<file path="config.mk">
export PLATFORM = sky130hd
export DESIGN_NAME = sdram_clk_rst_seq
export DESIGN_NICKNAME = d
export VERILOG_FILES = /design/src/rtl/sdram_clk_rst_seq_pkg.sv /design/src/rtl/sdram_clk_rst_seq_lock_sync_filter.sv /design/src/rtl/sdram_clk_rst_seq.sv
export SDC_FILE = /design/constraint.sdc
export NUM_CORES = 1
export LEC_CHECK = 0
export ABC_CLOCK_PERIOD_IN_PS = 1800
export CORE_ASPECT_RATIO = 0.75
export CORE_MARGIN = 1
export CORE_UTILIZATION = 52
export CTS_CLUSTER_DIAMETER = 120
export DETAILED_ROUTE_END_ITERATION = 8
export PLACE_DENSITY = 0.81
export RECOVER_POWER = 25
export REMOVE_ABC_BUFFERS = 1
export SYNTH_ARGS = -nofsm -noshare
export SYNTH_HDL_FRONTEND = slang
export SYNTH_SLANG_ARGS = --single-unit
</file>
<file path="constraint.sdc">
create_clock -name clk -period 1.8 [get_ports clk]
set_input_delay 0.36 -clock clk [delete_from_list [all_inputs] [get_ports clk]]
set_output_delay 0.36 -clock clk [all_outputs]
set_load 0.03 [all_outputs]
</file>
<file path="src/rtl/sdram_clk_rst_seq_pkg.sv">
// Shared types and helpers for the SDRAM clock/reset sequencer.
package sdram_clk_rst_seq_pkg;

  typedef enum logic [2:0] {
    ST_PLL_RST   = 3'd0,
    ST_WAIT_LOCK = 3'd1,
    ST_STABLE    = 3'd2,
    ST_POWERUP   = 3'd3,
    ST_RUN       = 3'd4,
    ST_LOSS      = 3'd5,
    ST_FAULT     = 3'd6
  } state_e;

  // Width of the shared cycle counter: enough to hold the largest (period - 1).
  function automatic int cnt_width(input int a, input int b, input int c, input int d);
    int m;
    m = a;
    if (b > m) m = b;
    if (c > m) m = c;
    if (d > m) m = d;
    return (m < 2) ? 1 : $clog2(m);
  endfunction

endpackage

</file>
<file path="src/rtl/sdram_clk_rst_seq_lock_sync_filter.sv">
// PLL lock synchroniser (2 FF) followed by a run-length filter: lock_f_o rises
// after LOCK_FILT consecutive synchronised-high samples and drops on any low.
module lock_sync_filter #(
  parameter int LOCK_FILT = 4
) (
  input  logic clk,
  input  logic rst_n,
  input  logic pll_lock_i,
  output logic lock_s_o,
  output logic lock_f_o
);

  localparam int FW = (LOCK_FILT > 1) ? $clog2(LOCK_FILT) : 1;

  logic [1:0]    sync_q;
  logic [FW-1:0] run_q, run_d;
  logic          lock_f_q, lock_f_d;

  // Two-flop synchroniser for the asynchronous lock input.
  always_ff @(posedge clk or negedge rst_n) begin
    if (!rst_n) sync_q <= 2'b00;
    else        sync_q <= {sync_q[0], pll_lock_i};
  end

  assign lock_s_o = sync_q[1];

  // Run-length count; lock_f holds once reached until the next low sample.
  always_comb begin
    run_d    = run_q;
    lock_f_d = lock_f_q;
    if (!lock_s_o) begin
      run_d    = '0;
      lock_f_d = 1'b0;
    end else if (!lock_f_q) begin
      if (run_q == FW'(LOCK_FILT - 1)) lock_f_d = 1'b1;
      else                             run_d    = run_q + 1'b1;
    end
  end

  // Filter state register.
  always_ff @(posedge clk or negedge rst_n) begin
    if (!rst_n) begin
      run_q    <= '0;
      lock_f_q <= 1'b0;
    end else begin
      run_q    <= run_d;
      lock_f_q <= lock_f_d;
    end
  end

  assign lock_f_o = lock_f_q;

endmodule

</file>
<file path="src/rtl/sdram_clk_rst_seq.sv">
// SDRAM rPLL supervisor: drives PLL reset, qualifies lock, holds off the SDRAM
// reset until the clock is stable, times the power-up wait and retries/faults.
import sdram_clk_rst_seq_pkg::*;

module sdram_clk_rst_seq #(
  parameter  int PLL_RST_CYCLES = 16,
  parameter  int LOCK_TIMEOUT   = 27000,
  parameter  int LOCK_FILT      = 4,
  parameter  int STABLE_CYCLES  = 1024,
  parameter  int POWERUP_CYCLES = 5400,
  parameter  int MAX_RETRIES    = 3,
  localparam int RW             = $clog2(MAX_RETRIES + 1)
) (
  input  logic          clk,
  input  logic          rst_n,
  input  logic          pll_lock,
  output logic          pll_reset,
  output logic          sdram_rst_n,
  output logic          powerup_done,
  output logic          relock_pulse,
  output logic [RW-1:0] retry_cnt,
  output logic          fault
);

  localparam int CW = cnt_width(PLL_RST_CYCLES, LOCK_TIMEOUT, STABLE_CYCLES, POWERUP_CYCLES);

  state_e        state_q, state_d;
  logic [CW-1:0] cnt_q, cnt_d;
  logic [RW-1:0] retry_q, retry_d;
  logic          lock_s, lock_f;
  logic          retry_fire;
  logic          pll_reset_q, pll_reset_d;
  logic          sdram_rst_n_q, sdram_rst_n_d;
  logic          powerup_done_q, powerup_done_d;
  logic          relock_q, relock_d;
  logic          fault_q, fault_d;

  lock_sync_filter #(.LOCK_FILT(LOCK_FILT)) u_lock (
    .clk       (clk),
    .rst_n     (rst_n),
    .pll_lock_i(pll_lock),
    .lock_s_o  (lock_s),
    .lock_f_o  (lock_f)
  );

  // Next state, shared counter, retry counter and next output values.
  always_comb begin
    state_d    = state_q;
    cnt_d      = cnt_q;
    retry_d    = retry_q;
    retry_fire = 1'b0;
    unique case (state_q)
      ST_PLL_RST: begin
        cnt_d = cnt_q + 1'b1;
        if (cnt_q == CW'(PLL_RST_CYCLES - 1)) state_d = ST_WAIT_LOCK;
      end
      ST_WAIT_LOCK: begin
        // A filter glitch never clears the counter: the timeout runs from entry.
        cnt_d = cnt_q + 1'b1;
        if (lock_f)                                state_d    = ST_STABLE;
        else if (cnt_q == CW'(LOCK_TIMEOUT - 1))   retry_fire = 1'b1;
      end
      ST_STABLE: begin
        cnt_d = cnt_q + 1'b1;
        if (!lock_s)                               retry_fire = 1'b1;
        else if (cnt_q == CW'(STABLE_CYCLES - 1))  state_d    = ST_POWERUP;
      end
      ST_POWERUP: begin
        cnt_d = cnt_q + 1'b1;
        if (!lock_s)                               state_d = ST_LOSS;
        else if (cnt_q == CW'(POWERUP_CYCLES - 1)) state_d = ST_RUN;
      end
      ST_RUN:   if (!lock_s) state_d = ST_LOSS;
      ST_LOSS:  state_d = ST_PLL_RST;
      ST_FAULT: state_d = ST_FAULT;
      default:  state_d = ST_FAULT;
    endcase

    // Retry decision: restart the PLL, or give up once the budget is spent.
    if (retry_fire) begin
      if (retry_q == RW'(MAX_RETRIES)) begin
        state_d = ST_FAULT;
      end else begin
        retry_d = retry_q + 1'b1;
        state_d = ST_PLL_RST;
      end
    end

    if (state_d == ST_RUN && state_q != ST_RUN) retry_d = '0;
    if (state_d != state_q)                     cnt_d   = '0;

    // Outputs are registered from the next state so they line up with it.
    pll_reset_d    = (state_d == ST_PLL_RST) || (state_d == ST_FAULT);
    sdram_rst_n_d  = (state_d == ST_POWERUP) || (state_d == ST_RUN);
    powerup_done_d = (state_d == ST_RUN);
    relock_d       = (state_d == ST_LOSS);
    fault_d        = (state_d == ST_FAULT);
  end

  // State, counters and output registers.
  always_ff @(posedge clk or negedge rst_n) begin
    if (!rst_n) begin
      state_q        <= ST_PLL_RST;
      cnt_q          <= '0;
      retry_q        <= '0;
      pll_reset_q    <= 1'b1;
      sdram_rst_n_q  <= 1'b0;
      powerup_done_q <= 1'b0;
      relock_q       <= 1'b0;
      fault_q        <= 1'b0;
    end else begin
      state_q        <= state_d;
      cnt_q          <= cnt_d;
      retry_q        <= retry_d;
      pll_reset_q    <= pll_reset_d;
      sdram_rst_n_q  <= sdram_rst_n_d;
      powerup_done_q <= powerup_done_d;
      relock_q       <= relock_d;
      fault_q        <= fault_d;
    end
  end

  assign pll_reset    = pll_reset_q;
  assign sdram_rst_n  = sdram_rst_n_q;
  assign powerup_done = powerup_done_q;
  assign relock_pulse = relock_q;
  assign retry_cnt    = retry_q;
  assign fault        = fault_q;

endmodule

</file>
# ---- After elaboration in Yosys (flattened, before gate mapping)
# Cells that the tools add are included.
dict set report word_totals {
  register_bits 30
  output_inout_bits 7
  elab_cells 69
}
dict set report classes {
  n_addsub 3
  eq_ne 20
  muxes 25
  n_reduce_logical 10
}
# op count
set op_table {}
lappend op_table {{$mux W15} 2}
lappend op_table {{$mux W3} 9}
lappend op_table {{$pmux W3 S6} 1}
lappend op_table {{$add A15 B1 Y15 const B} 1}
lappend op_table {{$eq A15 B10 Y1 const B} 1}
lappend op_table {{$eq A15 B13 Y1 const B} 1}
lappend op_table {{$eq A15 B15 Y1 const B} 1}
lappend op_table {{$eq A15 B4 Y1 const B} 1}
lappend op_table {{$eq A3 B3 Y1 const B} 5}
lappend op_table {{$mux W2} 6}
lappend op_table {{$eq A3 B2 Y1 const B} 3}
lappend op_table {{$logic_not A3 Y1} 2}
lappend op_table {{$mux W1} 6}
lappend op_table {{$add A2 B1 Y2 const B} 2}
lappend op_table {{$eq A2 B2 Y1 const B} 2}
lappend op_table {{$ne A2 B2 Y1 const B} 2}
lappend op_table {{$reduce_and A2 Y1} 2}
lappend op_table {{$reduce_bool A2 Y1} 2}
lappend op_table {{$reduce_or A4 Y1} 1}
lappend op_table {{$eq A3 B1 Y1 const B} 1}
lappend op_table {{$ne A3 B3 Y1} 1}
lappend op_table {{$ne A3 B3 Y1 const B} 1}
lappend op_table {{$logic_or A1 B1 Y1} 2}
lappend op_table {{$ne A2 B1 Y1 const B} 1}
lappend op_table {{other kinds (2)} 2}

# ---- Logic depth before layout (Yosys ltp)
# Gate-level depths: netlist of the first run.
dict set report depth {
  word_depth 9
  depth_mapped 8
  mapped_depth_nobuf 6
}

# ---- By module
# Synthesis of the first run repeated with hierarchy kept, for this count alone.
dict set report hier_totals {
  hier_cells 157
  hier_area_um2 1630.3
}
# module instances cells_each area_per_inst_um2 seq_area_each_um2
set by_module_without_submodules {}
lappend by_module_without_submodules {sdram_clk_rst_seq 1 144 1447.6 626.9}
lappend by_module_without_submodules {lock_sync_filter 1 13 182.7 125.1}

# ---- Least setup slack after synthesis of the first run
# No wires, ideal clock.
dict set report synth_timing {
  path_type {register to register}
  start {register cnt_q[3]}
  end {register relock_q (netlist: relock_pulse)}
  setup_time_ps 141
  t_arrival_ps 1714
  t_required_ps 1659
  slack_ps -55
  stages_incl_launch_ff 7
  period_less_slack_ps 1855
  cell_sequence {dfrtp_1 -> and2b_1 -> nand4_2 -> o31a_1 -> a311o_1 -> and2_1 -> nor2b_1}
}
dict set report synth_between {
  elab_chain_cells 6
  word_cells_on_any_way 15
  classes_between {eq/ne: 5; mux: 10}
}
# item line_no
set synth_rtl {}
lappend synth_rtl {{from (decl)} sdram_clk_rst_seq.sv:28} ;# logic [CW-1:0] cnt_q, cnt_d;
lappend synth_rtl {{from (signal assigned)} sdram_clk_rst_seq.sv:113} ;# cnt_q <= cnt_d;
lappend synth_rtl {{$eq A15 B13 Y1 (tied with other cells)} sdram_clk_rst_seq.sv:71} ;# else if (cnt_q == CW'(POWERUP_CYCLES - 1)) state_d = ST_RUN;
lappend synth_rtl {{$mux W3 (tied with other cells)} sdram_clk_rst_seq.sv:71}
lappend synth_rtl {{$mux W3 (tied with other cells)} sdram_clk_rst_seq.sv:70} ;# if (!lock_s) state_d = ST_LOSS;
lappend synth_rtl {{$pmux W3 S6 or $pmux W1 S2 (tied branches)} sdram_clk_rst_seq.sv:52} ;# unique case (state_q)
lappend synth_rtl {{$mux W3 *} sdram_clk_rst_seq.sv:80} ;# if (retry_fire) begin
lappend synth_rtl {{net state_d[0]} sdram_clk_rst_seq.sv:27} ;# state_e state_q, state_d;
lappend synth_rtl {{$eq A3 B3 Y1 *} sdram_clk_rst_seq.sv:96} ;# relock_d = (state_d == ST_LOSS);
lappend synth_rtl {{net relock_d} sdram_clk_rst_seq.sv:35} ;# logic relock_q, relock_d;
lappend synth_rtl {{to (signal assigned)} sdram_clk_rst_seq.sv:118} ;# relock_q <= relock_d;
lappend synth_rtl {{to (decl)} sdram_clk_rst_seq.sv:35}
# The timed path passes the listed nets; every way through them passes the cells marked *.
# A chain may end at the register's enable or synchronous reset.

# ---- Worst setup path in the final report of the first run
dict set report layout_timing {
  start {register u_lock.lock_f_q (netlist: u_lock.lock_f_o)}
  end {register cnt_q[13]}
}
dict set report layout_between {
  elab_chain_cells 5
  word_cells_on_any_way 8
  classes_between {eq/ne: 1; mux: 6; reduce/logical: 1}
}
# item line_no
set layout_rtl {}
lappend layout_rtl {{from (decl)} sdram_clk_rst_seq_lock_sync_filter.sv:17} ;# logic lock_f_q, lock_f_d;
lappend layout_rtl {{from (signal assigned)} sdram_clk_rst_seq_lock_sync_filter.sv:47} ;# lock_f_q <= lock_f_d;
lappend layout_rtl {{$mux W3 or $mux W1 (tied branches)} sdram_clk_rst_seq.sv:60} ;# if (lock_f) state_d = ST_STABLE;
lappend layout_rtl {{$pmux W3 S6 or $pmux W1 S2 (tied branches)} sdram_clk_rst_seq.sv:52}
lappend layout_rtl {{$mux W3 *} sdram_clk_rst_seq.sv:80}
lappend layout_rtl {{$ne A3 B3 Y1 *} sdram_clk_rst_seq.sv:90} ;# if (state_d != state_q) cnt_d = '0;
lappend layout_rtl {{$mux W15 or $reduce_bool A2 Y1 (tied branches)} --}
# Every way passes the cells marked *; elsewhere a longest branch is shown, timed or not.

==> results.cfg, run 1 <==
[route]
vias_per_cell = 6.09
dr.first_iter.drc_count = 166
drcViolationCount = 0
drt_pre_antenna_iters = 4
wire_per_inst_um = 19.9
route.final.wire_length_um = 5070
route.vias.total = 1554
final_antenna_net_count = 0

[sta]
final-max-slew-violation-count = 0
grt_setup_unrepaired = yes
setup_slack_ns = -0.297
clock_skew_ns = 0.00850
finalHoldViolations = 0
maxSlewHeadroom_pct = 50.9
period_needed_ns = 2.10
final-setup-viol-count = 25
worst_pin_slew_ns = 0.736
timing.final.crit_share_pct = 116
timing.fmax_mhz = 477

[synthesis]
synth_enable_flop_cells = 0
synthesis.instances = 156
synth.avg_cell_area_um2 = 10.0
mappedNetlistArea_mm2 = 0.00156
ys_warn_count = 0
ys.flop_type = sky130_fd_sc_hd__dfrtp_1
post_synth_cell_types = 43
seq_area_frac_synth_pct = 48.1
synth.ff_latch_count = 30
ys_async_sr_fraction_pct = 100

[final_layout]
design_area_mm2 = 0.00238
area.growth.synth_to_final_pct = 52.2
antennaDiodeCount = 0
num-nets-final = 224
drive_gt1_share_pct = 44.3
finish.utilization_pct = 87.5
finish.cell_count_without_fillers = 255
filler_cell_count = 127

[placement]
postPlaceCellArea_mm2 = 0.00192
dp_worst_setup_slack_ns = -0.478
globalplace.congestion = 0.927
numPortBuffers = 9
dp_hpwl_um = 2700
numPlacedInstances = 229

[critical_path]
crit_family = simple AND/OR/NAND/NOR gates
crit_slowest_cell = sky130_fd_sc_hd__dfrtp_1
timing.critical_path.to_type = flop
timing_worst_setup_path_type = flop to flop
reg2regPathDepth = 9
crit-reg2reg-capture = cnt_q[13]
cp-endpoint = cnt_q[13]
cp_data_arrival_time_ns = 2.27
worstSetupPathDepth = 9
path_buf_inv = 3
worst_ep_required_time_ns = 1.97
critical_path.startpoint = u_lock.lock_f_o
timing.critical_path.cells = nor4b_2 -> nand4_1 -> buf_4 -> nor3_4 -> buf_6 -> a211oi_4 -> o31ai_4 -> clkbuf_16 -> nor2_2
worst-r2r-setup-slack_ns = -0.30
worst_setup_path_start_kind = flop
slowest_delay_ns = 0.40
r2r_start = u_lock.lock_f_o
timing.critical_path.fanout_max = 6

[cts]
cts_max_level = 2
tritoncts = done
clock_tree.root_cell = sky130_fd_sc_hd__clkbuf_8
cts_buffers = 5
clock_insertion_delay_worst_skew_ns = 0.29
clk_transition_reported_paths_ns = 0.06
clock-sinks = 30
number_of_buffers_on_the_longest_clock_path = 2

[floorplanning]
fp-row-count = 16
initial_cell_density_of_the_core_pct = 57.4
die_width_um = 65.3
die_height_um = 49.5
io-pin-count = 10
design.core.area_mm2 = 0.00272
die-area_mm2 = 0.00323

[global_routing]
wire_length_of_the_first_global_routing_pass_um = 6790
global_route.usage.total_pct = 28.9
globalRoute.totalOverflow = 0
number_of_antenna_violations_at_the_first_check_in_global_routing = 0
vias_in_the_first_global_route = 1395
grt_max_degree = 31

[pwr]
design_power_total_mw = 3.70
netSwitchingFraction_pct = 41.6
pwr-share-comb_pct = 58.4
p_leak_nw = 1.05
p_sw_mw = 1.54
p_int_mw = 2.16
clock_power_share_pct = 15.2
sequentialPowerShare_pct = 26.5
vdd.ir_drop.worst_uv = 943
power_density_mw_per_mm2 = 1550

[status]
status = finished, violations left
failed_checks = negative setup slack

[flow_run]
maxCapViolations = 0

[worst_hold_path]
min_path_type = flop to flop
-- cell usage in the layout, fill, tap and decap left out, drive strengths merged, types with 2 or more instances in the layout --
cell type	netlist	final
nor2	27	27
and2	3	3
nor2b	5	5
a21oi	5	5
nand2	11	11
dfrtp	29	29
nand3	4	4
buf	3	48
clkbuf	1	9
o21ai	8	8
dlygate4sd3	0	2
nand4b	2	2
nor3	5	5
xnor2	5	5
inv	4	4
and3	4	4
o31a	2	2
ha	3	3
nand4	5	5
xor2	10	10
nand2b	2	2
clkdlybuf4s50	0	6
-- kinds of logic after synthesis --
| family | count (synthesis) | synth area share, % |
|---|---|---|
| flip-flops | 30 | 48.1 |
| AO/OA/AOI/OAI | 27 | 14.0 |
| buffers and inverters | 8 | 2.24 |
| XOR/XNOR | 15 | 8.40 |
| multiplexers | 1 | 0.640 |
| adder cells (fa/ha/maj) | 3 | 2.40 |
| AND/OR/NAND/NOR | 72 | 24.2 |
-- per-stage QoR --
| step | hold slack, ns | setup TNS [ns] |
|---|---|---|
| finish | 0.361 | -5.81 |
| global placement | 0.336 | -4.99 |
| detailed placement | 0.345 | -8.10 |
| CTS | 0.355 | -0.903 |
| global route | 0.371 | -7.83 |
| floorplan | 0.0644 | -2.68 |
-- flip-flops by register name, indices dropped and copies added, names as in the netlist --
signal	count
relock_pulse	1
u_lock.lock_f_o	1
pll_reset	1
retry_cnt	2
sdram_rst_n	1
state_q	3
powerup_done	1
u_lock.run_q	2
u_lock.sync_q	2
cnt_q	15
fault	1
-- cell usage after synthesis, types with 2 or more instances --
library cell	number	area [µm²]
sky130_fd_sc_hd__a21oi_1	3	15.0
sky130_fd_sc_hd__and2_1	3	18.8
sky130_fd_sc_hd__and3_1	4	25.0
sky130_fd_sc_hd__buf_2	3	15.0
sky130_fd_sc_hd__dfrtp_1	29	726
sky130_fd_sc_hd__ha_1	3	37.5
sky130_fd_sc_hd__inv_1	4	15.0
sky130_fd_sc_hd__nand2_1	11	41.3
sky130_fd_sc_hd__nand2b_1	2	12.5
sky130_fd_sc_hd__nand3_1	4	20.0
sky130_fd_sc_hd__nand4_1	4	25.0
sky130_fd_sc_hd__nand4b_1	2	17.5
sky130_fd_sc_hd__nor2_1	27	101
sky130_fd_sc_hd__nor2b_1	5	31.3
sky130_fd_sc_hd__nor3_1	4	20.0
sky130_fd_sc_hd__o21ai_0	5	25.0
sky130_fd_sc_hd__o21ai_1	3	15.0
sky130_fd_sc_hd__o31a_1	2	17.5
sky130_fd_sc_hd__xnor2_1	5	43.8
sky130_fd_sc_hd__xor2_1	10	87.6
-- area by class of cell --
class | instances | area, µm² | share of cell area (%)
sequential | 30 | 756 | 31.7
timing repair buffer | 59 | 503 | 21.1
clock buffer | 7 | 86.3 | 3.63
clock inverter | 1 | 5.00 | 0.210
multi-input combinational | 118 | 971 | 40.8
inverter | 4 | 15.0 | 0.631
tap | 36 | 45.0 | 1.89
-- how the worst min path moves through the flow --
stage,from,to,cells past startpoint
after global placement,u_lock.sync_q[0],u_lock.sync_q[1],0
final,u_lock.sync_q[0],u_lock.sync_q[1],0
after floorplan,rst_n,cnt_q[0],0
after detailed placement,u_lock.sync_q[0],u_lock.sync_q[1],0
after CTS,u_lock.sync_q[0],u_lock.sync_q[1],0
after global routing,u_lock.sync_q[0],u_lock.sync_q[1],0
-- repair_timing --
action,CTS,global route
setup endpoints to repair,26,25
hold endpoints to repair,0,0
gates cloned,0,1
gates resized for setup,12,43
buffers inserted,9,8
pin swaps,11,18
hold buffers,0,0
-- worst reg2reg max path: cells and delay by family, from the launching register on --
kind                   cells  cell delay (ns)
AND/OR/NAND/NOR            4             0.83
AO/OA/AOI/OAI              2             0.15
buffers and inverters      3             0.62
flip-flops                 1             0.40
-- power by group through the flow --
stage	registers, mW	logic (mW)	clock network [mW]
detailed placement	0.983	1.39	0
floorplan	1.10	0.695	0
CTS	0.968	1.62	0.557
global placement	0.963	1.31	0
global route	0.995	2.27	0.590
finish	0.980	2.16	0.560
-- layer usage --
| layer | wire length (µm) | vias up | GRT usage (%) |
|---|---|---|---|
| met5 | 0 | - | 0 |
| met4 | 171 | 0 | 10.5 |
| met3 | 377 | 29 | 6.94 |
| met2 | 2450 | 89 | 45.7 |
| met1 | 2070 | 769 | 38.6 |
| li1 | - | 667 | - |
Note: power is estimated with default switching activity, not from simulation.
==> run 2: changes to the inputs <==
--- a/config.mk
+++ b/config.mk
@@ -14,6 +14,8 @@
 export PLACE_DENSITY = 0.81
 export RECOVER_POWER = 25
 export REMOVE_ABC_BUFFERS = 1
+export SLEW_MARGIN = 20
 export SYNTH_ARGS = -nofsm -noshare
 export SYNTH_HDL_FRONTEND = slang
+export SYNTH_HIERARCHICAL = 1
 export SYNTH_SLANG_ARGS = --single-unit
==> run 2 against run 1 <==
Worst setup slack worse by 0.48 ns; largest cell class unchanged; combinational power fell by 9%; die area grew 4.1%; maximum frequency decreased by 19%; clock skew about the same; sequential share of layout area decreased by 1.4 points; register-to-register slack got worse by 0.48 ns; synthesized cell count is 0.64% higher; the run still ends with negative setup slack left; total power decreased by 6.1%.
==> results.cfg, run 2 <==
[cts]
clock_tree.root_cell = sky130_fd_sc_hd__clkbuf_8
cts_hold_fix_bufs = 0
cts_buffers = 5
clock_insertion_delay_worst_skew_ns = 0.29
clock-sinks = 30
clk_transition_reported_paths_ns = 0.07
tritoncts = done
cts_max_level = 2
number_of_buffers_on_the_longest_clock_path = 2

[floorplanning]
design.core.area_mm2 = 0.00296
initial_cell_density_of_the_core_pct = 55.1
io-pin-count = 10
die-area_mm2 = 0.00337
die_width_um = 66.7
fp-row-count = 17
die_height_um = 50.5

[pwr]
netSwitchingFraction_pct = 41.2
p_int_mw = 2.04
clock_power_share_pct = 16.4
pwr-share-comb_pct = 56.8
power_density_mw_per_mm2 = 1400
p_sw_mw = 1.43
vdd.ir_drop.worst_uv = 1140
p_leak_nw = 1.09
sequentialPowerShare_pct = 26.7

[final_layout]
drive_gt1_share_pct = 47.5
area.growth.synth_to_final_pct = 51.8
largest_register_ff_count = 15
finish.utilization_pct = 83.7
design_area_mm2 = 0.00247
filler_cell_count = 155
register_with_the_highest_flop_count = cnt_q
layout_common_cells = 41 x sky130_fd_sc_hd__buf_4, 29 x sky130_fd_sc_hd__dfrtp_1, 17 x sky130_fd_sc_hd__a211oi_2, 11 x sky130_fd_sc_hd__buf_6
layout_commonest_cell = sky130_fd_sc_hd__buf_4
antennaDiodeCount = 0
layout_top_registers = cnt_q: 15 flops, state_q: 3 flops
num-nets-final = 228

[status]
failed_checks = negative setup slack
status = finished, violations left

[global_routing]
gr-max-usage-layer = met2
wire_length_of_the_first_global_routing_pass_um = 7960
vias_in_the_first_global_route = 1603
globalRouteMet1Util_pct = 41.2
gr-usage-met2_pct = 53.5
global_route.usage.total_pct = 33.5
number_of_antenna_violations_at_the_first_check_in_global_routing = 0
groute.layer.met3.usage_pct = 11.1
grt_max_degree = 31
globalRoute.totalOverflow = 0

[synthesis]
synth_area_leaders = sky130_fd_sc_hd__dfrtp_1 45%, sky130_fd_sc_hd__a211oi_1 7.4%, sky130_fd_sc_hd__xor2_1 4.3%
seq_area_frac_synth_pct = 46.1
synth_top_area_share_pct = 44.5
ys.flop_type = sky130_fd_sc_hd__dfrtp_1
synth.ff_latch_count = 30
mappedNetlistArea_mm2 = 0.00163
synth_enable_flop_cells = 0
synth.avg_cell_area_um2 = 10.4
ys_async_sr_fraction_pct = 100
post_synth_cell_types = 44
cell_taking_the_most_area_after_synthesis = sky130_fd_sc_hd__dfrtp_1
synthesis.instances = 157
ys_warn_count = 6
synth_top_cells_by_count = 29 x sky130_fd_sc_hd__dfrtp_1, 16 x sky130_fd_sc_hd__a211oi_1, 12 x sky130_fd_sc_hd__nand2_1
yosys.cell_count.top_type = sky130_fd_sc_hd__dfrtp_1

[critical_path]
timing.critical_path.fanout_max = 3
timing.critical_path.to_type = flop
r2r_start = cnt_q[5]
timing_worst_setup_path_type = flop to flop
cp_data_arrival_time_ns = 2.79
reg2regPathDepth = 6
worst-r2r-setup-slack_ns = -0.78
crit-reg2reg-capture = sdram_rst_n
worst_setup_path_start_kind = flop
worst_ep_required_time_ns = 2.01

[sta]
final-setup-viol-count = 25
setup_slack_ns = -0.780
worst_pin_slew_ns = 0.744
finalHoldViolations = 0
final-max-slew-violation-count = 0
period_needed_ns = 2.58
clock_skew_ns = 0.00884
timing.fmax_mhz = 388
maxSlewHeadroom_pct = 50.4
timing.final.crit_share_pct = 143
grt_setup_unrepaired = yes

[placement]
numPortBuffers = 9
dp_hpwl_um = 2970
globalplace.congestion = 0.870
postPlaceCellArea_mm2 = 0.00205

[route]
drt_pre_antenna_iters = 5
route.final.wire_length_um = 5650
wire_per_inst_um = 21.6
vias_per_cell = 6.33
drcViolationCount = 0
dr.first_iter.drc_count = 94
route.vias.total = 1652
final_antenna_net_count = 0

[flow_run]
maxCapViolations = 0

[worst_hold_path]
hold_start = u_lock/sync_q[0]
whs_path_depth = 0
min_path_type = flop to flop
whs_endpoint = u_lock/sync_q[1]
-- run 2: cell count changes in the layout (fill, tap and decap cells not counted), sizes merged, moves of 3 or more --
| cell | previous run | this run |
|---|---|---|
| nor2 | 27 | 5 |
| or4 | 0 | 4 |
| nand4 | 5 | 1 |
| a211oi | 1 | 17 |
| a21oi | 5 | 8 |
| or3 | 1 | 5 |
| o21ai | 8 | 4 |
| buf | 48 | 53 |
-- run 2: layer usage --
layer / wire length [µm] / vias to the layer above / part of all wire (%)
met4: 259 / 0 / 4.6
met1: 2240 / 828 / 40
met3: 343 / 27 / 6.1
met5: 0 / - / 0
li1: - / 721 / -
met2: 2800 / 76 / 50
-- run 2: repair_timing --
action	4_1_cts	5_1_grt
gates resized for setup	31	29
pin swaps	6	6
setup buffers	5	6
setup endpoints to repair	26	25
gates cloned	1	1
-- run 2: worst max-delay path by stage --
| stage | startpoint | cells after the start | to | slack [ns] |
|---|---|---|---|---|
| 5_1_grt | cnt_q[5] | 6 | sdram_rst_n | -0.84 |
| 3_3_place_gp | cnt_q[5] | 6 | cnt_q[2] | -0.62 |
| 4_1_cts | cnt_q[5] | 7 | sdram_rst_n | -0.62 |
| 2_1_floorplan | cnt_q[7] | 5 | cnt_q[0] | -0.58 |
| 3_5_place_dp | cnt_q[5] | 6 | cnt_q[10] | -0.76 |
| 6_report | cnt_q[5] | 6 | sdram_rst_n | -0.78 |
-- run 2: power by group through the flow --
stage | combinational [mW] | clock (mW) | sequential (mW)
global route | 2.08 | 0.601 | 0.935
detailed placement | 1.29 | 0 | 0.925
CTS | 1.55 | 0.566 | 0.913
global placement | 1.23 | 0 | 0.914
finish | 1.97 | 0.571 | 0.928
floorplan | 0.575 | 0 | 1.07
-- run 2: cell families (layout without fill, tap and decap cells) --
| family | Yosys count | after routing | synth area share [%] |
|---|---|---|---|
| AO/OA/AOI/OAI | 42 | 43 | 19.3 |
| adder cells (fa/ha/maj) | 3 | 3 | 2.30 |
| XOR/XNOR | 15 | 15 | 8.06 |
| multiplexers | 2 | 2 | 1.23 |
| buffers and inverters | 11 | 76 | 3.07 |
| AND/OR/NAND/NOR | 54 | 54 | 20.0 |
| flip-flops | 30 | 30 | 46.1 |
-- run 2: stage by stage --
step                      std cells  total power [mW]  hold slack, ns  setup TNS (ns)  setup WS [ns]
after floorplan                 151              1.64          0.0644          -11.28         -0.579
after global placement          240              2.14           0.334          -13.26         -0.616
after detailed placement        240              2.22           0.337          -15.97         -0.763
after CTS                       254              3.03           0.351          -13.12         -0.615
after global routing            261              3.61           0.354          -17.23         -0.845
final                           261              3.47           0.349          -15.84         -0.780
-- run 2: worst max-delay path, stage by stage (launching register included) --
cell and delay, ns:
sky130_fd_sc_hd__dfrtp_1 0.38, sky130_fd_sc_hd__or4_4 0.59, sky130_fd_sc_hd__o41ai_4 0.31, sky130_fd_sc_hd__a21oi_1 0.13, sky130_fd_sc_hd__or3_4 0.39, sky130_fd_sc_hd__a222oi_1 0.47, sky130_fd_sc_hd__o21bai_2 0.22
-- run 2: cell type report --
cell class | count | area (µm²) | share of cell area, %
well taps | 38 | 47.5 | 1.92
multi-input cells | 117 | 1020 | 41.4
inverters | 5 | 18.8 | 0.758
clock buffers | 7 | 86.3 | 3.49
flip-flops and latches | 30 | 752 | 30.4
repair buffers | 63 | 541 | 21.8
clock inverters | 1 | 5.00 | 0.202
==> run 3: changes to the inputs <==
--- a/config.mk
+++ b/config.mk
@@ -6,12 +6,14 @@
 export NUM_CORES = 1
 export LEC_CHECK = 0
 export ABC_CLOCK_PERIOD_IN_PS = 1800
+export CELL_PAD_IN_SITES_DETAIL_PLACEMENT = 0
+export CELL_PAD_IN_SITES_GLOBAL_PLACEMENT = 1
 export CORE_ASPECT_RATIO = 0.75
 export CORE_MARGIN = 1
-export CORE_UTILIZATION = 52
+export CORE_UTILIZATION = 42
 export CTS_CLUSTER_DIAMETER = 120
 export DETAILED_ROUTE_END_ITERATION = 8
-export PLACE_DENSITY = 0.81
+export PLACE_DENSITY = 0.82
 export RECOVER_POWER = 25
 export REMOVE_ABC_BUFFERS = 1
 export SLEW_MARGIN = 20
==> run 3 against run 2 <==
The run still ends with negative setup slack left; register-to-register slack gained 0.17 ns; total power is 9.6% lower; maximum frequency grew 7.1%; final cell count is 2.3% higher; critical path type unchanged; critical endpoint is now cnt_q[14]; largest power group unchanged.
==> results.cfg, run 3 (synthesized netlist as in run 2, its figures left out) <==
[pwr]
p_leak_nw = 1.04
netSwitchingFraction_pct = 40.0
power_density_mw_per_mm2 = 1300
p_sw_mw = 1.25
vdd.ir_drop.worst_uv = 747
clock_power_share_pct = 17.2
pwr-share-comb_pct = 53.5
p_int_mw = 1.88
design_power_total_mw = 3.14
sequentialPowerShare_pct = 29.3

[critical_path]
cp_data_arrival_time_ns = 2.60
timing.critical_path.to_type = flop
reg2regPathDepth = 7
worst_ep_required_time_ns = 1.99
timing_worst_setup_path_type = flop to flop
worst_setup_path_start_kind = flop
timing.critical_path.fanout_max = 7

[sta]
setup_slack_ns = -0.609
maxSlewHeadroom_pct = 51.9
timing.fmax_mhz = 415
grt_setup_unrepaired = yes
timing.final.crit_share_pct = 134
worst_pin_slew_ns = 0.722
final-setup-viol-count = 25
finalHoldViolations = 0
period_needed_ns = 2.41
clock_skew_ns = 0.00481
final-max-slew-violation-count = 0

[final_layout]
layout_commonest_cell = sky130_fd_sc_hd__buf_4
largest_register_ff_count = 15
layout_common_cells = 39 x sky130_fd_sc_hd__buf_4, 29 x sky130_fd_sc_hd__dfrtp_1, 13 x sky130_fd_sc_hd__a211oi_2, 8 x sky130_fd_sc_hd__nand2_1, 8 x sky130_fd_sc_hd__xor2_1
num-nets-final = 220
antennaDiodeCount = 0
register_with_the_highest_flop_count = cnt_q
finish.utilization_pct = 65.7
design_area_mm2 = 0.00242
layout_top_registers = cnt_q: 15 flops, state_q: 3 flops
drive_gt1_share_pct = 43.7
finish.cell_count_without_fillers = 267
area.growth.synth_to_final_pct = 48.4

[cts]
cts_buffers = 5
clock_insertion_delay_worst_skew_ns = 0.28
clock_tree.root_cell = sky130_fd_sc_hd__clkbuf_8
clk_transition_reported_paths_ns = 0.06
number_of_buffers_on_the_longest_clock_path = 2
clock-sinks = 30
cts_max_level = 2
tritoncts = done
cts_hold_fix_bufs = 0

[floorplanning]
die_height_um = 56.0
die-area_mm2 = 0.00414
io-pin-count = 10
fp-row-count = 19
initial_cell_density_of_the_core_pct = 44.2
die_width_um = 73.9
design.core.area_mm2 = 0.00368

[route]
drt_pre_antenna_iters = 4
vias_per_cell = 5.52
drcViolationCount = 0
route.final.wire_length_um = 4270
final_antenna_net_count = 0
wire_per_inst_um = 16.0
dr.first_iter.drc_count = 62
route.vias.total = 1473

[global_routing]
number_of_antenna_violations_at_the_first_check_in_global_routing = 0
grt_max_degree = 31
wire_length_of_the_first_global_routing_pass_um = 6510
globalRoute.totalOverflow = 0
global_route.usage.total_pct = 21.3
vias_in_the_first_global_route = 1407

[flow_run]
maxCapViolations = 0

[placement]
dp_hpwl_um = 2940
globalplace.congestion = 0.896
postPlaceCellArea_mm2 = 0.00209
numPlacedInstances = 255
numPortBuffers = 9
dp_worst_setup_slack_ns = -0.772

[status]
status = finished, violations left
failed_checks = negative setup slack

[worst_hold_path]
min_path_type = flop to flop
whs_path_depth = 0
==> run 3: cell count changes in the layout (fill, tap and decap cells not counted), moves of 2 or more <==
| cell | delta |
|---|---|
| sky130_fd_sc_hd__buf_6 | -6 |
| sky130_fd_sc_hd__a21oi_1 | -2 |
| sky130_fd_sc_hd__a211oi_1 | +2 |
| sky130_fd_sc_hd__a211oi_2 | -4 |
| sky130_fd_sc_hd__buf_4 | -2 |
| sky130_fd_sc_hd__a21oi_2 | +2 |
| sky130_fd_sc_hd__a211oi_4 | +2 |
==> run 3: layout make-up <==
class / count / area (µm²)
multi-input cells: 116 / 1010
clock buffers: 8 / 90.1
inverters: 5 / 18.8
repair buffers: 56 / 488
flip-flops and latches: 30 / 752
well taps: 52 / 65.1
fillers: 285 / 1260
==> run 3: per-layer routing <==
layer	global-route usage (%)	vias to the layer above	part of all wire [%]	wire, µm
li1	-	693	-	-
met2	30.6	38	46	1950
met4	9.07	0	1.8	77
met1	30.3	730	49	2080
met3	5.25	12	3.9	168
met5	0	-	0	0
==> run 3: what timing repair did <==
item / 4_1_cts / 5_1_grt
setup endpoints to repair: 26 / 25
gates cloned: 0 / 1
resized for setup: 20 / 28
hold endpoints to repair: 0 / 0
buffers inserted: 4 / 1
pin swaps: 8 / 16
==> run 3: power groups by stage <==
stage / logic, mW / registers (mW) / clock network [mW]
after floorplan: 0.575 / 1.07 / 0
after global placement: 1.24 / 0.917 / 0
after detailed placement: 1.29 / 0.929 / 0
after CTS: 1.47 / 0.917 / 0.550
after global routing: 1.79 / 0.930 / 0.577
final: 1.68 / 0.919 / 0.540
==> run 3: worst paths after layout <==
path                                        from               end  slack (ns)
min in group asynchronous                  rst_n          cnt_q[5]        0.67
worst max-delay path                    cnt_q[6]         cnt_q[14]       -0.61
max in group asynchronous                  rst_n          cnt_q[2]        0.67
worst max register to register          cnt_q[6]         cnt_q[14]       -0.61
worst min-delay path            u_lock/sync_q[0]  u_lock/sync_q[1]        0.35
worst min register to register  u_lock/sync_q[0]  u_lock/sync_q[1]        0.35
==> run 3: stage by stage <==
stage	hold WS (ns)	TNS, ns
2_1_floorplan	0.0644	-11.28
3_3_place_gp	0.340	-14.01
3_5_place_dp	0.335	-15.87
4_1_cts	0.348	-12.63
5_1_grt	0.349	-13.60
6_report	0.348	-12.60
==> run 3: critical path, cell delays in order (launching register included) <==
cell and delay (ns):
sky130_fd_sc_hd__dfrtp_1 0.38, sky130_fd_sc_hd__or4_4 0.58, sky130_fd_sc_hd__or4_4 0.43, sky130_fd_sc_hd__a211oi_2 0.25, sky130_fd_sc_hd__or3_4 0.20, sky130_fd_sc_hd__nand3_4 0.09, sky130_fd_sc_hd__clkbuf_16 0.20, sky130_fd_sc_hd__a211oi_2 0.20
